**config.mk**
```make
export PLATFORM = sky130hd
export DESIGN_NAME = vram_rdarb
export DESIGN_NICKNAME = d
export VERILOG_FILES = /design/src/rtl/vram_rdarb_pkg.sv /design/src/rtl/vram_rdarb_ordfifo.sv /design/src/rtl/vram_rdarb.sv
export SDC_FILE = /design/constraint.sdc
export NUM_CORES = 1
export LEC_CHECK = 0
export ABC_AREA = 1
export CAP_MARGIN = 20
export CORE_AREA = 2 2 120 122
export DETAILED_ROUTE_END_ITERATION = 10
export DIE_AREA = 0 0 122 124
export GPL_ROUTABILITY_DRIVEN = 0
export GPL_TIMING_DRIVEN = 0
export PLACE_DENSITY = 0.69
export SYNTH_ARGS = -nofsm -noshare
export SYNTH_HDL_FRONTEND = slang
export SYNTH_SLANG_ARGS = --single-unit
```
**constraint.sdc**
```tcl
create_clock -name ACLK -period 1.9 [get_ports ACLK]
set_input_delay 0.475 -clock ACLK [delete_from_list [all_inputs] [get_ports ACLK]]
set_output_delay 0.475 -clock ACLK [all_outputs]
set_load 0.05 [all_outputs]
```
**src/rtl/vram_rdarb_pkg.sv**
```systemverilog
// Shared types and defaults for the two-port VRAM read arbiter.
package vram_rdarb_pkg;

  typedef logic port_id_t;

  typedef enum logic {
    StIdle,
    StAddr
  } ar_state_e;

  localparam logic [8:0]  DefBurstLen    = 9'd64;
  localparam int unsigned DefOutstanding = 4;

endpackage

```
**src/rtl/vram_rdarb_ordfifo.sv**
```systemverilog
// Order FIFO: remembers which port owns each accepted burst so R beats can be routed back.
module vram_rdarb_ordfifo
  import vram_rdarb_pkg::*;
#(
  parameter int unsigned Depth = DefOutstanding
) (
  input  logic     clk,
  input  logic     rst_n,
  input  logic     push,
  input  port_id_t din,
  input  logic     pop,
  output logic     full,
  output logic     empty,
  output port_id_t head
);

  localparam int unsigned PtrW = (Depth > 1) ? $clog2(Depth) : 1;
  localparam logic [PtrW:0] FullCount = (PtrW + 1)'(Depth);

  logic [Depth-1:0] mem_q;
  logic [PtrW-1:0]  wr_ptr_q, rd_ptr_q;
  logic [PtrW:0]    count_q;
  logic             do_push, do_pop;

  assign full    = (count_q == FullCount);
  assign empty   = (count_q == '0);
  assign head    = mem_q[rd_ptr_q];
  assign do_push = push & ~full;
  assign do_pop  = pop & ~empty;

  // Depth is a power of two, so the pointers wrap by plain overflow.
  always_ff @(posedge clk or negedge rst_n) begin
    if (!rst_n) begin
      mem_q    <= '0;
      wr_ptr_q <= '0;
      rd_ptr_q <= '0;
      count_q  <= '0;
    end else begin
      if (do_push) begin
        mem_q[wr_ptr_q] <= din;
        wr_ptr_q        <= wr_ptr_q + 1'b1;
      end
      if (do_pop) begin
        rd_ptr_q <= rd_ptr_q + 1'b1;
      end
      if (do_push && !do_pop) begin
        count_q <= count_q + 1'b1;
      end else if (do_pop && !do_push) begin
        count_q <= count_q - 1'b1;
      end
    end
  end

endmodule

```
**src/rtl/vram_rdarb.sv**
```systemverilog
// Two-port AXI read arbiter for VRAM fetch; R beats return to ports in AR issue order.
// Define VRAM_RDARB_RR_EN for round-robin arbitration (default: port 0 fixed priority).
module vram_rdarb
  import vram_rdarb_pkg::*;
#(
  parameter logic [8:0]  BURSTLEN           = DefBurstLen,
  parameter int unsigned OUTSTANDING        = DefOutstanding,
  parameter int unsigned C_M_AXI_DATA_WIDTH = 64
) (
  input  logic                          ACLK,
  input  logic                          ARESETN,

  input  logic [31:0]                   S0_ARADDR,
  input  logic                          S0_ARVALID,
  output logic                          S0_ARREADY,
  output logic [C_M_AXI_DATA_WIDTH-1:0] S0_RDATA,
  output logic                          S0_RVALID,
  output logic                          S0_RLAST,
  input  logic                          S0_RREADY,

  input  logic [31:0]                   S1_ARADDR,
  input  logic                          S1_ARVALID,
  output logic                          S1_ARREADY,
  output logic [C_M_AXI_DATA_WIDTH-1:0] S1_RDATA,
  output logic                          S1_RVALID,
  output logic                          S1_RLAST,
  input  logic                          S1_RREADY,

  output logic [31:0]                   M_AXI_ARADDR,
  output logic [7:0]                    M_AXI_ARLEN,
  output logic                          M_AXI_ARVALID,
  input  logic                          M_AXI_ARREADY,
  input  logic [C_M_AXI_DATA_WIDTH-1:0] M_AXI_RDATA,
  input  logic                          M_AXI_RLAST,
  input  logic                          M_AXI_RVALID,
  output logic                          M_AXI_RREADY,

  output logic                          BUSY
);

  localparam logic [8:0] ArLenFull = BURSTLEN - 9'd1;

  ar_state_e state_q;
  port_id_t  gnt_q;
  logic      arvalid_q;
  port_id_t  pick;
  logic      any_req, grant, ar_hs;
  logic      ord_full, ord_empty;
  port_id_t  ord_head;
  logic      r_sel0, r_sel1, r_pop;

  assign any_req = S0_ARVALID | S1_ARVALID;
  assign grant   = (state_q == StIdle) & ~ord_full & any_req;
  assign ar_hs   = arvalid_q & M_AXI_ARREADY;

`ifdef VRAM_RDARB_RR_EN
  port_id_t last_q;

  // On a tie the port granted last time yields.
  always_comb begin
    pick = S0_ARVALID ? 1'b0 : 1'b1;
    if (S0_ARVALID && S1_ARVALID) begin
      pick = ~last_q;
    end
  end

  always_ff @(posedge ACLK or negedge ARESETN) begin
    if (!ARESETN) begin
      last_q <= 1'b1;
    end else if (grant) begin
      last_q <= pick;
    end
  end
`else
  assign pick = S0_ARVALID ? 1'b0 : 1'b1;
`endif

  always_ff @(posedge ACLK or negedge ARESETN) begin
    if (!ARESETN) begin
      state_q   <= StIdle;
      gnt_q     <= 1'b0;
      arvalid_q <= 1'b0;
    end else begin
      case (state_q)
        StIdle: begin
          if (grant) begin
            state_q   <= StAddr;
            gnt_q     <= pick;
            arvalid_q <= 1'b1;
          end
        end
        StAddr: begin
          if (M_AXI_ARREADY) begin
            state_q   <= StIdle;
            arvalid_q <= 1'b0;
          end
        end
        default: begin
          state_q   <= StIdle;
          arvalid_q <= 1'b0;
        end
      endcase
    end
  end

  assign M_AXI_ARVALID = arvalid_q;
  assign M_AXI_ARADDR  = gnt_q ? S1_ARADDR : S0_ARADDR;
  assign M_AXI_ARLEN   = ArLenFull[7:0];
  assign S0_ARREADY    = arvalid_q & ~gnt_q & M_AXI_ARREADY;
  assign S1_ARREADY    = arvalid_q & gnt_q & M_AXI_ARREADY;

  vram_rdarb_ordfifo #(
    .Depth (OUTSTANDING)
  ) u_ordfifo (
    .clk   (ACLK),
    .rst_n (ARESETN),
    .push  (ar_hs),
    .din   (gnt_q),
    .pop   (r_pop),
    .full  (ord_full),
    .empty (ord_empty),
    .head  (ord_head)
  );

  // With nothing outstanding, stray R traffic is neither accepted nor forwarded.
  assign r_sel0       = ~ord_empty & ~ord_head;
  assign r_sel1       = ~ord_empty & ord_head;
  assign S0_RVALID    = r_sel0 & M_AXI_RVALID;
  assign S1_RVALID    = r_sel1 & M_AXI_RVALID;
  assign M_AXI_RREADY = (r_sel0 & S0_RREADY) | (r_sel1 & S1_RREADY);
  assign r_pop        = M_AXI_RVALID & M_AXI_RREADY & M_AXI_RLAST;

  assign S0_RDATA = M_AXI_RDATA;
  assign S1_RDATA = M_AXI_RDATA;
  assign S0_RLAST = M_AXI_RLAST;
  assign S1_RLAST = M_AXI_RLAST;

  assign BUSY = ~ord_empty | arvalid_q;

endmodule

```
==> results.md, run 1 <==
* Status: complete, no violations
* Clk Latency, worst-skew pair at 250 ps
* Layout fillers at 1438
* Final Hold Fails at 0
* Layout cells sized above 1 at a little under two fifths
* Initial Util at ~16%
* Ports at 314
* Data arrival, critical path at approximately 1400 ps
* Crit path time final at around 1900 ps
* Vias at between 2000 and 3000
* Area growth syn-to-layout at 129%
* Critical path buffers and inverters at 3
* Root Buffer: clkbuf_16
* Die W at roughly 120 um
* Tightest Hold Check Type: register to register
* Unique cell type count in the Yosys netlist at 26
* Static leakage at roughly 2.5 nW
* Fin Setup TNS at 0 ps
* Synth Register Bits at 14
* CP Capture Type: output port
* Sequential fraction of the synthesis area at between 10% and 20%
* Share of power burned in registers at approximately a tenth
* Psw at between 3 and 4 mW
* Syn_area_per_cell at between 6 and 7 um^2
* Max clock buf depth at 2
* Clock net sink count at 14
* Antenna violations before repair at 0
* NumNets Final at 740
* CTS tree: yes
* Largest net degree at the start of global routing at 15
* Final wirelength at roughly 8.9 mm
* Antenna diode count at 0
* Vias in the first global route at between 2000 and 3000
* Die H at between 100 and 150 um
* Final setup vio count at 0
* Die area at roughly 15000 um^2
* Synthesized instance count at approximately 340
* Worst endpoint required time at roughly 1400 ps
* Comb pwr share at about 82%
* Cell family with most CP delay: buffers and inverters
* CTS Hold Bufs at 0
* Clock Power Share at under 10%
* Via density at 3.51
* VDD IR max at 444 uV
* Pwr Density at 1110 nW/um^2
* Crit share post-route at ~99%
* Post-placement worst setup slack at -686 ps
* Setup CP Type: primary input to output port
* Post-route cell area at 5130 um^2
* IO buf count at about 240
* CTS Buf Count at 3
* CP cell instances: clkdlybuf4s50_1, inv_1, nor3_2, buf_6
* Clock Pin Slew Worst Setup and Hold Paths at approximately 50 ps
* H-tree lvl count at 1
* DP Area at just under 5000 um^2
* Post-Syn Area at around 2200 um^2
* Slowest CP cell: clkdlybuf4s50_1
* Ys Warns at 0
* Startpoint types: primary input
* Global-route wire length before repair at between 10 and 15 mm
* Max incr delay on CP at 480 ps
* Max Fclk at 534 MHz
* Gr ovfl total at 0
* Max-slew headroom at around 56%
* Sequential cell area at approximately 350 um^2
* # rows at 43
* Pre-antenna DRT Iters at 4
* Core Footprint at about 14000 um^2
* Switching Fraction at a little under three fifths
* Iteration-0 DRC Markers at 38
* Slew at the pin with the worst max-slew slack at roughly 660 ps
* CP max FO at 2
* Final max-slew violation count at 0
* Skew final at ~1.5 ps
* Post-route setup slack at between 20 and 30 ps
* Post-DR wirelength/cell at ~12 um
* Multi-input logic area at between 800 and 900 um^2
* DRC at 0
* Max-cap violation count at 0
* Unrepaired setup endpoints after global routing: true
* Hold_ws at between 400 and 500 ps
* Hpwl dp at about 8.0 mm
* Total internal power at about 2.5 mW
* GRT Util Overall at about a tenth
* Post-DRT Antenna Nets at 0
[layout by cell type (no fill, tap or decap), types with 5 or more instances in the layout]
master	Yosys	layout
clkdlybuf4s50_1	0	197
o21ai_1	6	6
inv_1	18	11
conb_1	2	8
buf_2	4	6
nand2_2	2	5
inv_2	1	6
buf_4	138	171
nand2_1	115	109
buf_6	0	11
dfrtp_1	14	11
nor2_1	6	6
[worst register-to-register path: stages (launching register included)]
cell	delay, ps
dfrtp_2	420
inv_2	80
nand2_2	60
nand3_4	70
nand4_1	150
nand2_4	120
nand2_4	60
ha_4	160
inv_4	50
fa_2	410
nor2_1	90
a21oi_1	50
[sequential cells by signal, summed over array words and instances, names as in the netlist]
register / count
state_q: 1
u_ordfifo.wr_ptr_q: 2
u_ordfifo.rd_ptr_q: 2
gnt_q: 1
M_AXI_ARVALID: 1
u_ordfifo.mem_q: 4
u_ordfifo.count_q: 3
[timing repair]
action / CTS / global route
cloned: 0 / 0
resized for setup: 266 / 26
setup endpoints to repair: 44 / 24
setup buffers: 4 / 4
pin swaps: 6 / 4
[final timing paths]
path	from	end	slack, ps	cells past startpoint
hold reg to reg	u_ordfifo.mem_q[1]	u_ordfifo.mem_q[1]	490	2
max in group asynchronous	ARESETN	M_AXI_ARVALID	800	1
setup reg to reg	u_ordfifo.rd_ptr_q[0]	u_ordfifo.count_q[1]	60	11
setup / recovery	M_AXI_RVALID	S1_RVALID	30	4
hold / removal	u_ordfifo.mem_q[1]	u_ordfifo.mem_q[1]	490	2
min in group asynchronous	ARESETN	u_ordfifo.count_q[2]	640	1
[layout make-up]
| type | count | area share [%] |
|---|---|---|
| Tap cell | 180 | 4.39 |
| Buffer | 145 | 21.8 |
| Multi-Input combinational cell | 165 | 16.8 |
| Inverter | 19 | 1.68 |
| Sequential cell | 14 | 6.91 |
| Timing Repair Buffer | 249 | 46.6 |
| Clock buffer | 4 | 1.73 |
[cell families (layout without fill, tap and decap cells)]
| kind of cell | count (synthesis) | after routing | synth area share [%] |
|---|---|---|---|
| adder cells (fa/ha/maj) | 6 | 6 | 3.69 |
| buffers and inverters | 164 | 417 | 50.9 |
| flip-flops | 14 | 14 | 15.7 |
| XOR/XNOR | 4 | 4 | 1.57 |
| AO/OA/AOI/OAI | 13 | 13 | 3.47 |
| AND/OR/NAND/NOR | 134 | 134 | 24.4 |
| other | 2 | 8 | 0.336 |
[metal layers]
metal | GRT usage (%) | part of all wire, %
met1 | 10.9 | 34
met2 | 20.1 | 55
met3 | 2.52 | 11
met4 | 2.37 | 0.79
met5 | 0 | 0
[through the flow]
| step | total power [mW] | util (%) | std cells |
|---|---|---|---|
| global placement | 4.96 | 35.9 | 764 |
| global route | 6.09 | 37.4 | 776 |
| detailed placement | 4.99 | 35.9 | 764 |
| floorplan | 3.55 | - | 343 |
| finish | 5.71 | 37.4 | 776 |
| CTS | 5.55 | 36.6 | 772 |
[power groups by stage]
stage	Sequential [mW]	Clock [mW]	Combinational, mW
6_report	0.574	0.445	4.69
3_3_place_gp	0.564	0	4.39
3_5_place_dp	0.568	0	4.42
2_1_floorplan	0.574	0	2.97
4_1_cts	0.559	0.459	4.53
5_1_grt	0.599	0.478	5.01
[cell usage after synthesis (all sizes together)]
cell / number / area, um^2
xnor2: 1 / 8.76
nor3: 1 / 5.00
clkbuf: 2 / 7.51
buf: 143 / 1060
ha: 5 / 62.6
nor2: 6 / 22.5
conb: 2 / 7.51
o31ai: 4 / 30.0
fa: 1 / 20.0
o211ai: 1 / 7.51
or2: 1 / 6.26
dfrtp: 14 / 350
inv: 19 / 71.3
o21ai: 7 / 35.0
nand2: 118 / 455
nand3: 7 / 50.1
a21oi: 1 / 5.00
nand4: 1 / 6.26
xor2: 3 / 26.3
No activity file was read; power rests on OpenSTA's default activity.
==> run 2: changes to the inputs <==
CELL_PAD_IN_SITES_DETAIL_PLACEMENT = 0   (was not set)
CELL_PAD_IN_SITES_GLOBAL_PLACEMENT = 2   (was not set)
CORE_AREA = not set   (was 2 2 120 122)
CORE_UTILIZATION = 10   (was not set)
DIE_AREA = not set   (was 0 0 122 124)
PLACE_DENSITY = 0.94   (was 0.69)
==> results.md, run 2 (synthesis results as in run 1) <==
* Data arrival, critical path at 1400 ps (about the same)
* Area growth syn-to-layout at 134% (was 129%)
* Global-route wire length before repair at 11.9 mm (was 12.2 mm)
* CTS tree: yes (unchanged)
* CP Capture Type: output port (unchanged)
* Die W at 152 um (was 122 um)
* Pwr Density at 1080 nW/um^2 (was 1110 nW/um^2)
* Largest net degree at the start of global routing at 15 (unchanged)
* Crit path time final at 1870 ps (about the same)
* CP max FO at 2 (unchanged)
* DRC at 0 (unchanged)
* Final setup vio count at 0 (unchanged)
* H-tree lvl count at 1 (unchanged)
* Startpoint types: primary input (unchanged)
* Biggest register: u_ordfifo.mem_q (unchanged)
* Max FFs per register at 4 (unchanged)
* VDD IR max at 468 uV (was 444 uV)
* Post-DR wirelength/cell at 9.78 um (was 11.5 um)
* Fin Setup TNS at 0 ps (unchanged)
* Via density at 3.08 (was 3.51)
* Static leakage at 2.54 nW (was 2.53 nW)
* Clock Pin Slew Worst Setup and Hold Paths at 50 ps (about the same)
* Switching Fraction at 56.8% (was 57.0%)
* Antenna diode count at 0 (unchanged)
* Clk Latency, worst-skew pair at 240 ps (was 250 ps)
* CTS Hold Bufs at 0 (unchanged)
* Ports at 314 (unchanged)
* Total power at 5.65 mW (was 5.71 mW)
* Largest registers: u_ordfifo.mem_q x4, u_ordfifo.count_q x3 (unchanged)
* GRT Util Overall at 6.63% (was 10.2%)
* Max-slew headroom at 54.0% (was 55.7%)
* Final Hold Fails at 0 (unchanged)
* Total internal power at 2.44 mW (was 2.45 mW)
* # rows at 54 (was 43)
* Max clock buf depth at 2 (unchanged)
* NumNets Final at 741 (was 740)
* Comb pwr share at 82.5% (was 82.1%)
* Psw at 3.21 mW (was 3.25 mW)
* Layout cells sized above 1 at 37.0% (was 37.8%)
* IO buf count at 241 (unchanged)
* Max incr delay on CP at 510 ps (was 480 ps)
* DP Area at 5060 um^2 (was 4930 um^2)
* CP cell instances: clkdlybuf4s50_1, inv_2, nor3_4, buf_6 (was clkdlybuf4s50_1, inv_1, nor3_2, buf_6)
* Worst endpoint required time at 1420 ps (about the same)
* Iteration-0 DRC Markers at 21 (was 38)
* Hpwl dp at 7.54 mm (was 7.98 mm)
* Gr ovfl total at 0 (unchanged)
* CTS Buf Count at 3 (unchanged)
* Clock net sink count at 14 (unchanged)
* Most frequent cells in the layout: clkdlybuf4s50_1 (198), buf_4 (171), nand2_1 (112) (was clkdlybuf4s50_1 (197), buf_4 (171), nand2_1 (109))
* Crit share post-route at 98.5% (about the same)
* Final wirelength at 8.58 mm (was 8.95 mm)
* Critical path buffers and inverters at 3 (unchanged)
* Post-DRT Antenna Nets at 0 (unchanged)
* Root Buffer: clkbuf_16 (unchanged)
* Slew at the pin with the worst max-slew slack at 687 ps (was 663 ps)
* Skew final at 1.47 ps (was 1.54 ps)
* Pre-antenna DRT Iters at 4 (unchanged)
* Vias in the first global route at 2484 (was 2586)
* Setup CP Type: primary input to output port (unchanged)
* Max-cap violation count at 0 (unchanged)
* Initial Util at 10.2% (was 16.3%)
* Cell family with most CP delay: buffers and inverters (unchanged)
* Die H at 152 um (was 124 um)
* Status: complete, no violations (unchanged)
* Die area at 23000 um^2 (was 15100 um^2)
* Vias at 2699 (was 2725)
* Post-route cell area at 5220 um^2 (was 5130 um^2)
* Tightest Hold Check Type: register to register (unchanged)
* Core Footprint at 21900 um^2 (was 13700 um^2)
* Clock Power Share at 7.7% (was 7.8%)
* Antenna violations before repair at 0 (unchanged)
* Slowest CP cell: clkdlybuf4s50_1 (unchanged)
* Unrepaired setup endpoints after global routing: true (unchanged)
* Final max-slew violation count at 0 (unchanged)
* Max Fclk at 534 MHz (about the same)
* Commonest non-fill, non-tap cell in the layout: clkdlybuf4s50_1 (unchanged)
* Share of power burned in registers at 9.8% (was 10.1%)
[run 2: changes by cell type in the layout (fill, tap and decap cells not counted), sizes merged]
| cell | previous run | this run |
|---|---|---|
| inv | 18 | 19 |
| clkbuf | 6 | 7 |
| clkinv | 1 | 0 |
| clkdlybuf4s50 | 197 | 198 |
| clkdlybuf4s15 | 1 | 0 |
| dlymetal6s2s | 0 | 1 |
| dlygate4sd2 | 3 | 2 |
[run 2: timing repair]
| action | 4_1_cts | 5_1_grt |
|---|---|---|
| setup endpoints to repair | 43 | 23 |
| pin swaps | 5 | 2 |
| resized for setup | 266 | 15 |
| setup buffers | 6 | 3 |
[run 2: layout make-up]
type / count / area [um^2]
plain buffers: 145 / 1110
well taps: 280 / 350
multi-input cells: 165 / 830
inverters: 19 / 83.8
clock buffers: 4 / 88.8
flip-flops and latches: 14 / 352
fillers: 2443 / 16700
repair buffers: 250 / 2410
[run 2: path summary, 6_finish.rpt]
check | startpoint | endpoint | slack [ps] | cells past startpoint
setup / recovery | M_AXI_RVALID | S1_RVALID | 30 | 4
hold / removal | u_ordfifo.mem_q[3] | u_ordfifo.mem_q[3] | 500 | 2
setup reg to reg | u_ordfifo.rd_ptr_q[0] | u_ordfifo.count_q[2] | 70 | 14
hold reg to reg | u_ordfifo.mem_q[3] | u_ordfifo.mem_q[3] | 500 | 2
max in group asynchronous | ARESETN | M_AXI_ARVALID | 770 | 1
min in group asynchronous | ARESETN | u_ordfifo.count_q[1] | 650 | 1
[run 2: power by group through the flow]
stage | Sequential (mW) | Combinational, mW | Clock, mW
after floorplan | 0.574 | 2.97 | 0
after detailed placement | 0.566 | 4.43 | 0
after global routing | 0.573 | 5.04 | 0.464
after CTS | 0.550 | 4.59 | 0.446
after global placement | 0.563 | 4.42 | 0
final | 0.551 | 4.66 | 0.434
[run 2: per-layer routing]
metal	up-vias	GRT usage [%]	routed length, um	part of all wire, %
met5	-	0	0	0
met1	1140	7.42	3100	36
met2	157	12.6	4570	53
met3	4	1.29	847	9.9
met4	0	1.88	64	0.75
li1	1398	-	-	-
[run 2: metrics by stage]
stage               utilization [%]  hold WS (ps)  worst slack, ps  instances
floorplan                         -           179             11.6        343
global placement               23.1           475             -756        864
detailed placement             23.1           487             -755        864
CTS                            23.5           498             1.46        874
global route                   23.9           520            -77.0        877
finish                         23.9           498             27.9        877
[run 2: worst register-to-register path, cell delays in order (launching register included)]
cell,delay (ps)
dfrtp_1,410
inv_2,90
nand2_1,60
nand3_2,70
nand2_2,70
nand3_2,80
nand2_4,70
nand2_4,80
ha_4,130
inv_4,30
fa_2,340
nor2_2,80
nor2_1,40
nand2_1,70
xor2_1,130
